**src/rtl/axis_data_to_axis_string_pkg.sv**
```systemverilog
// Shared constants and helpers for the binary-to-ASCII AXI-Stream string encoder.
package axis_data_to_axis_string_pkg;

  localparam logic [7:0] ASCII_0    = 8'h30;
  localparam logic [7:0] ASCII_UC_A = 8'h41;
  localparam logic [7:0] ASCII_LC_A = 8'h61;

  typedef enum logic {
    ST_IDLE,
    ST_SEND
  } state_e;

  function automatic int str_len(input int prefix_len, input int sbus_width,
                                 input int dest_width, input int user_width);
    return 3 * prefix_len + 2 * sbus_width + (dest_width + 3) / 4 + (user_width + 3) / 4 + 3;
  endfunction

  function automatic logic [7:0] nibble_to_ascii(input logic [3:0] nib, input logic lower);
    if (nib < 4'd10) return ASCII_0 + {4'h0, nib};
    return (lower ? ASCII_LC_A : ASCII_UC_A) + {4'h0, nib} - 8'd10;
  endfunction

endpackage

```
**src/rtl/hex_nibble_to_ascii.sv**
```systemverilog
// Combinational nibble-to-hex-character converter.
// AXIS_DATA_TO_AXIS_STRING_LOWER_HEX_EN selects lowercase a-f (uppercase otherwise).
module hex_nibble_to_ascii
  import axis_data_to_axis_string_pkg::*;
(
  input  logic [3:0] nibble_i,
  output logic [7:0] ascii_o
);

`ifdef AXIS_DATA_TO_AXIS_STRING_LOWER_HEX_EN
  assign ascii_o = nibble_to_ascii(nibble_i, 1'b1);
`else
  assign ascii_o = nibble_to_ascii(nibble_i, 1'b0);
`endif

endmodule

```
**src/rtl/axis_data_to_axis_string.sv**
```systemverilog
// Converts each input AXIS beat into an ASCII string "<P>data;<P>dest;<P>user<TERM>".
// Hex case follows AXIS_DATA_TO_AXIS_STRING_LOWER_HEX_EN (see hex_nibble_to_ascii).
module axis_data_to_axis_string
  import axis_data_to_axis_string_pkg::*;
#(
  parameter logic [7:0]              DELIMITER   = ";",
  parameter logic [7:0]              TERMINATION = "\n",
  parameter int                      SBUS_WIDTH  = 1,
  parameter int                      USER_WIDTH  = 4,
  parameter int                      DEST_WIDTH  = 4,
  parameter int                      PREFIX_LEN  = 1,
  parameter logic [PREFIX_LEN*8-1:0] DATA_PREFIX = "#",
  parameter logic [PREFIX_LEN*8-1:0] DEST_PREFIX = "&",
  parameter logic [PREFIX_LEN*8-1:0] USER_PREFIX = "*"
) (
  input  logic                    aclk,
  input  logic                    arst,
  input  logic [SBUS_WIDTH*8-1:0] s_axis_tdata,
  input  logic                    s_axis_tvalid,
  output logic                    s_axis_tready,
  input  logic [USER_WIDTH-1:0]   s_axis_tuser,
  input  logic [DEST_WIDTH-1:0]   s_axis_tdest,
  output logic [7:0]              m_axis_tdata,
  output logic                    m_axis_tvalid,
  input  logic                    m_axis_tready
);

  localparam int L      = str_len(PREFIX_LEN, SBUS_WIDTH, DEST_WIDTH, USER_WIDTH);
  localparam int DD     = 2 * SBUS_WIDTH;
  localparam int ND     = (DEST_WIDTH + 3) / 4;
  localparam int NU     = (USER_WIDTH + 3) / 4;
  localparam int O_DDIG = PREFIX_LEN;
  localparam int O_DDEL = O_DDIG + DD;
  localparam int O_EPRE = O_DDEL + 1;
  localparam int O_EDIG = O_EPRE + PREFIX_LEN;
  localparam int O_EDEL = O_EDIG + ND;
  localparam int O_UPRE = O_EDEL + 1;
  localparam int O_UDIG = O_UPRE + PREFIX_LEN;
  localparam int IDX_W  = $clog2(L);
  localparam logic [IDX_W-1:0] LAST_IDX = IDX_W'(L - 1);

  state_e                  state_q;
  logic [IDX_W-1:0]        idx_q, idx_d;
  logic [SBUS_WIDTH*8-1:0] data_q;
  logic [DEST_WIDTH-1:0]   dest_q;
  logic [USER_WIDTH-1:0]   user_q;
  logic [7:0]              tdata_q, char_d, lit, hex_char;
  logic                    tvalid_q, tready_q, is_hex;
  logic [3:0]              nib;
  logic [ND*4-1:0]         dest_ext;
  logic [NU*4-1:0]         user_ext;
  int                      pos;

  assign idx_d = idx_q + IDX_W'(1);

  always_comb begin
    dest_ext = '0;
    dest_ext[DEST_WIDTH-1:0] = dest_q;
    user_ext = '0;
    user_ext[USER_WIDTH-1:0] = user_q;
  end

  // Character mux: picks the character at idx_d so it can be registered on acceptance.
  always_comb begin
    pos    = int'(idx_d);
    is_hex = 1'b0;
    nib    = 4'h0;
    lit    = TERMINATION;
    for (int k = 0; k < PREFIX_LEN; k++) begin
      if (pos == k)          lit = DATA_PREFIX[(PREFIX_LEN-1-k)*8 +: 8];
      if (pos == O_EPRE + k) lit = DEST_PREFIX[(PREFIX_LEN-1-k)*8 +: 8];
      if (pos == O_UPRE + k) lit = USER_PREFIX[(PREFIX_LEN-1-k)*8 +: 8];
    end
    if (pos == O_DDEL || pos == O_EDEL) lit = DELIMITER;
    for (int j = 0; j < DD; j++) begin
      if (pos == O_DDIG + j) begin
        is_hex = 1'b1;
        nib    = data_q[(DD-1-j)*4 +: 4];
      end
    end
    for (int j = 0; j < ND; j++) begin
      if (pos == O_EDIG + j) begin
        is_hex = 1'b1;
        nib    = dest_ext[(ND-1-j)*4 +: 4];
      end
    end
    for (int j = 0; j < NU; j++) begin
      if (pos == O_UDIG + j) begin
        is_hex = 1'b1;
        nib    = user_ext[(NU-1-j)*4 +: 4];
      end
    end
  end

  hex_nibble_to_ascii u_hex (
    .nibble_i (nib),
    .ascii_o  (hex_char)
  );

  assign char_d = is_hex ? hex_char : lit;

  always_ff @(posedge aclk or posedge arst) begin
    if (arst) begin
      state_q  <= ST_IDLE;
      idx_q    <= '0;
      data_q   <= '0;
      dest_q   <= '0;
      user_q   <= '0;
      tdata_q  <= '0;
      tvalid_q <= 1'b0;
      tready_q <= 1'b0;
    end else begin
      case (state_q)
        ST_IDLE: begin
          tready_q <= 1'b1;
          if (s_axis_tvalid && tready_q) begin
            data_q   <= s_axis_tdata;
            dest_q   <= s_axis_tdest;
            user_q   <= s_axis_tuser;
            idx_q    <= '0;
            // The first character is always the data prefix, independent of the payload.
            tdata_q  <= DATA_PREFIX[PREFIX_LEN*8-1 -: 8];
            tvalid_q <= 1'b1;
            tready_q <= 1'b0;
            state_q  <= ST_SEND;
          end
        end
        ST_SEND: begin
          if (m_axis_tready) begin
            if (idx_q == LAST_IDX) begin
              state_q  <= ST_IDLE;
              idx_q    <= '0;
              tdata_q  <= '0;
              tvalid_q <= 1'b0;
              tready_q <= 1'b1;
            end else begin
              idx_q   <= idx_d;
              tdata_q <= char_d;
            end
          end
        end
        default: state_q <= ST_IDLE;
      endcase
    end
  end

  assign s_axis_tready = tready_q;
  assign m_axis_tdata  = tdata_q;
  assign m_axis_tvalid = tvalid_q;

endmodule

```
**config.mk**
```make
export PLATFORM = sky130hd
export DESIGN_NAME = axis_data_to_axis_string
export DESIGN_NICKNAME = d
export VERILOG_FILES = /design/src/rtl/axis_data_to_axis_string_pkg.sv /design/src/rtl/hex_nibble_to_ascii.sv /design/src/rtl/axis_data_to_axis_string.sv
export SDC_FILE = /design/constraint.sdc
export NUM_CORES = 1
export LEC_CHECK = 0
export BUFFER_PORTS_ARGS = -buffer_cell sky130_fd_sc_hd__buf_2
export CORE_ASPECT_RATIO = 0.75
export CORE_UTILIZATION = 59
export DETAILED_ROUTE_END_ITERATION = 8
export PLACE_DENSITY = 0.87
export SYNTH_ARGS = -nofsm -noshare
export SYNTH_HDL_FRONTEND = slang
export SYNTH_HIERARCHICAL = 1
export SYNTH_SLANG_ARGS = --single-unit
export TNS_END_PERCENT = 100
```
**constraint.sdc**
```tcl
create_clock -name aclk -period 5.1 [get_ports aclk]
set_clock_uncertainty 0.1 [all_clocks]
set_input_delay 1.53 -clock aclk [delete_from_list [all_inputs] [get_ports aclk]]
set_output_delay 1.53 -clock aclk [all_outputs]
set_load 0.02 [all_outputs]
```
==> impl_metrics.yaml <==
synth:
  avgSynthCellArea_um2: 9.76
  ys_seq_area_share_pct: 44.7
  post-synth-top-area-cell: "dfrtp_1"
  ys.flop_type: "dfrtp_1"
  synth_nets: 204
  synth_area_um2: 1740
  netlist_instances: 178
  synth_top_area_share_pct: 44.7
  async_flop_share_pct: 100
  ys_top_cells_by_area: "dfrtp_1, mux2_2, nand2_1, ha_1, o21ai_0"
  synth_edf_count: 0
  ys.warnings.count: 6
  netlist-cell-type-count: 41
  ys_ff_latch: 31
critical_path:
  r2r_start: "idx_q[0]"
  critPathArrivalTime_ns: 3.43
  worst-setup-path-type: "reg2reg"
  r2r_end: "m_axis_tdata[2]"
  r2r_cells: 12
  critPathMaxFanout: 9
  cp-start-kind: "register"
  crit_path_end_kind: "register"
  startpoint: "idx_q[0]"
  r2r_setup_slack_ns: 1.73
  crit_required_ns: 5.16
final_layout:
  utilization_pct: 73.4
  postLayoutCellArea_um2: 1980
  diodes: 0
  nets: 234
  drive_gt1_share_pct: 28.2
  area_growth_pct: 14.3
placed_design:
  place.gp.congestion: 0.888
  place_ws_ns: 1.79
  io_buffer_count: 29
  placed_cell_area_um2: 1900
  hpwl_um: 2780
sta:
  clock.fmax_mhz: 297
  setup_viol: 0
  worst_slew_pin_slew_ns: 1.14
  timing.setup.tns_ns: 0
  fin_crit_ns: 3.37
  fin_crit_sh_pct: 66.1
  drv_slew: 0
  rsz0062_at_grt: "false"
  finalWorstSetupSlack_ns: 1.73
  hold_violations: 0
  relSlewSlack_pct: 24.2
clock_tree:
  cts-root-buf: "clkbuf_8"
  tritoncts: "done"
  htree_levels: 2
  insertion_delay_ns: 0.28
  cts_resized: 0
  cts_buffer_depth: 2
  cts-buffers-inserted: 5
  holdBufCountCts: 0
  cts_sinks: 31
  post_cts_buffers: 0
  path_clk_slew_ns: 0.06
grt:
  grt_start_max_net_pins: 32
  antenna_found_initial: 0
  grt.total_usage_pct: 26.4
  grt_overflow: 0
  grt_pass1_vias: 1333
  grt_pass1_wl_um: 6200
die:
  die_w_um: 64.6
  rows: 16
  core_area_um2: 2700
  die_h_um: 49.0
  boundaryPins: 30
  start_util_pct: 64.3
  die-area_um2: 3170
drt:
  drt-total-wl_um: 3780
  wl_met3_um: 355
  first_iter_violations: 127
  drc: 0
  wl_per_cell_um: 15.4
  highest_layer: "met4"
  wl_met2_um: 1760
  ant_nets: 0
  wl_met1_um: 1630
  num_vias: 1440
  vias_per_cell: 5.88
  dr.pass1.iters: 5
run_status:
  status: "complete, no violations"
power_and_ir_drop:
  p_leak_nw: 0.907
  ir_drop_mv: 0.353
  power_mw: 1.44
  p_per_area_nw_per_um2: 726
hold_path:
  worstHoldEndpoint: "m_axis_tdata[3]"
  holdPathStages: 2
  min_path_type: "reg2reg"
  hold_path_startpoint: "m_axis_tdata[3]"
job:
  cap_violations: 0
Yosys cell counts, types with 4 or more instances:
cell type   n
and2_1      4
dfrtp_1    31
o22ai_1     4
o21ai_0    15
inv_1       7
mux2_2     16
ha_1        6
nand2_1    27
o21ai_1     4
a21oi_1    12
nor2b_1     5
power breakdown:
group / switching (mW) / internal, mW / leakage (nW) / total [mW]
Sequential: 0.0916 / 0.366 / 0.372 / 0.458
Combinational: 0.473 / 0.328 / 0.493 / 0.802
Clock: 0.0853 / 0.0954 / 0.0422 / 0.181
worst max path at each step:
| stage | to |
|---|---|
| CTS | m_axis_tdata[2] |
| global placement | m_axis_tdata[2] |
| finish | m_axis_tdata[2] |
| floorplan | m_axis_tdata[2] |
| global route | m_axis_tdata[4] |
| detailed placement | m_axis_tdata[2] |
routing by layer:
layer,vias to the layer above,track usage (%)
met2,84,40.0
met5,-,0
li1,685,-
met1,668,35.9
met4,0,8.52
met3,3,8.64
final cells by class:
type	instances	area [µm²]
Sequential cell	31	776
Inverter	7	26.3
Fill cell	222	718
Clock inverter	1	5.00
Tap cell	36	45.0
Multi-Input combinational cell	133	903
Timing Repair Buffer	30	153
Clock buffer	7	76.3
worst max-delay path, stage by stage, from the launching register on:
cell and delay [ns]:
dfrtp_1 0.48, ha_1 0.32, nand2_1 0.12, o21ai_0 0.45
a21oi_1 0.25, and2_4 0.24, a21oi_1 0.37, inv_1 0.09
ha_1 0.22, nand2_2 0.08, mux2_1 0.33, nor2_2 0.13
o31ai_2 0.08
flip-flops by register name, indices dropped and copies added (netlist names):
register       count
m_axis_tvalid      1
state_q            1
s_axis_tready      1
user_ext           4
idx_q              4
dest_ext           4
data_q             8
m_axis_tdata       8
logic make-up after synthesis:
logic type / after synthesis / share of synthesized area [%]
and+or+nand+nor: 55 / 15.9
AOI/OAI and AO/OA: 51 / 19.0
DFF: 31 / 44.7
muxes: 17 / 11.0
buffers and inverters: 14 / 3.31
adders and majority gates: 6 / 4.32
xor gates and xnor gates: 3 / 1.51
other: 1 / 0.216
cell usage in the layout (no fill, tap or decap), drive strengths merged, types with 4 or more instances in the layout:
cell,count
nor2,4
a21oi,12
nand2,28
clkbuf,7
buf,30
nor2b,5
dfrtp,31
inv,7
o21ai,19
and2,5
mux2,17
o22ai,4
ha,6
metrics by stage:
stage | cells | hold WS [ns]
5_1_grt | 245 | 0.421
2_1_floorplan | 178 | 0.379
6_report | 245 | 0.394
3_5_place_dp | 237 | 0.373
4_1_cts | 245 | 0.394
3_3_place_gp | 237 | 0.363
Note: power is estimated with default switching activity, not from simulation.
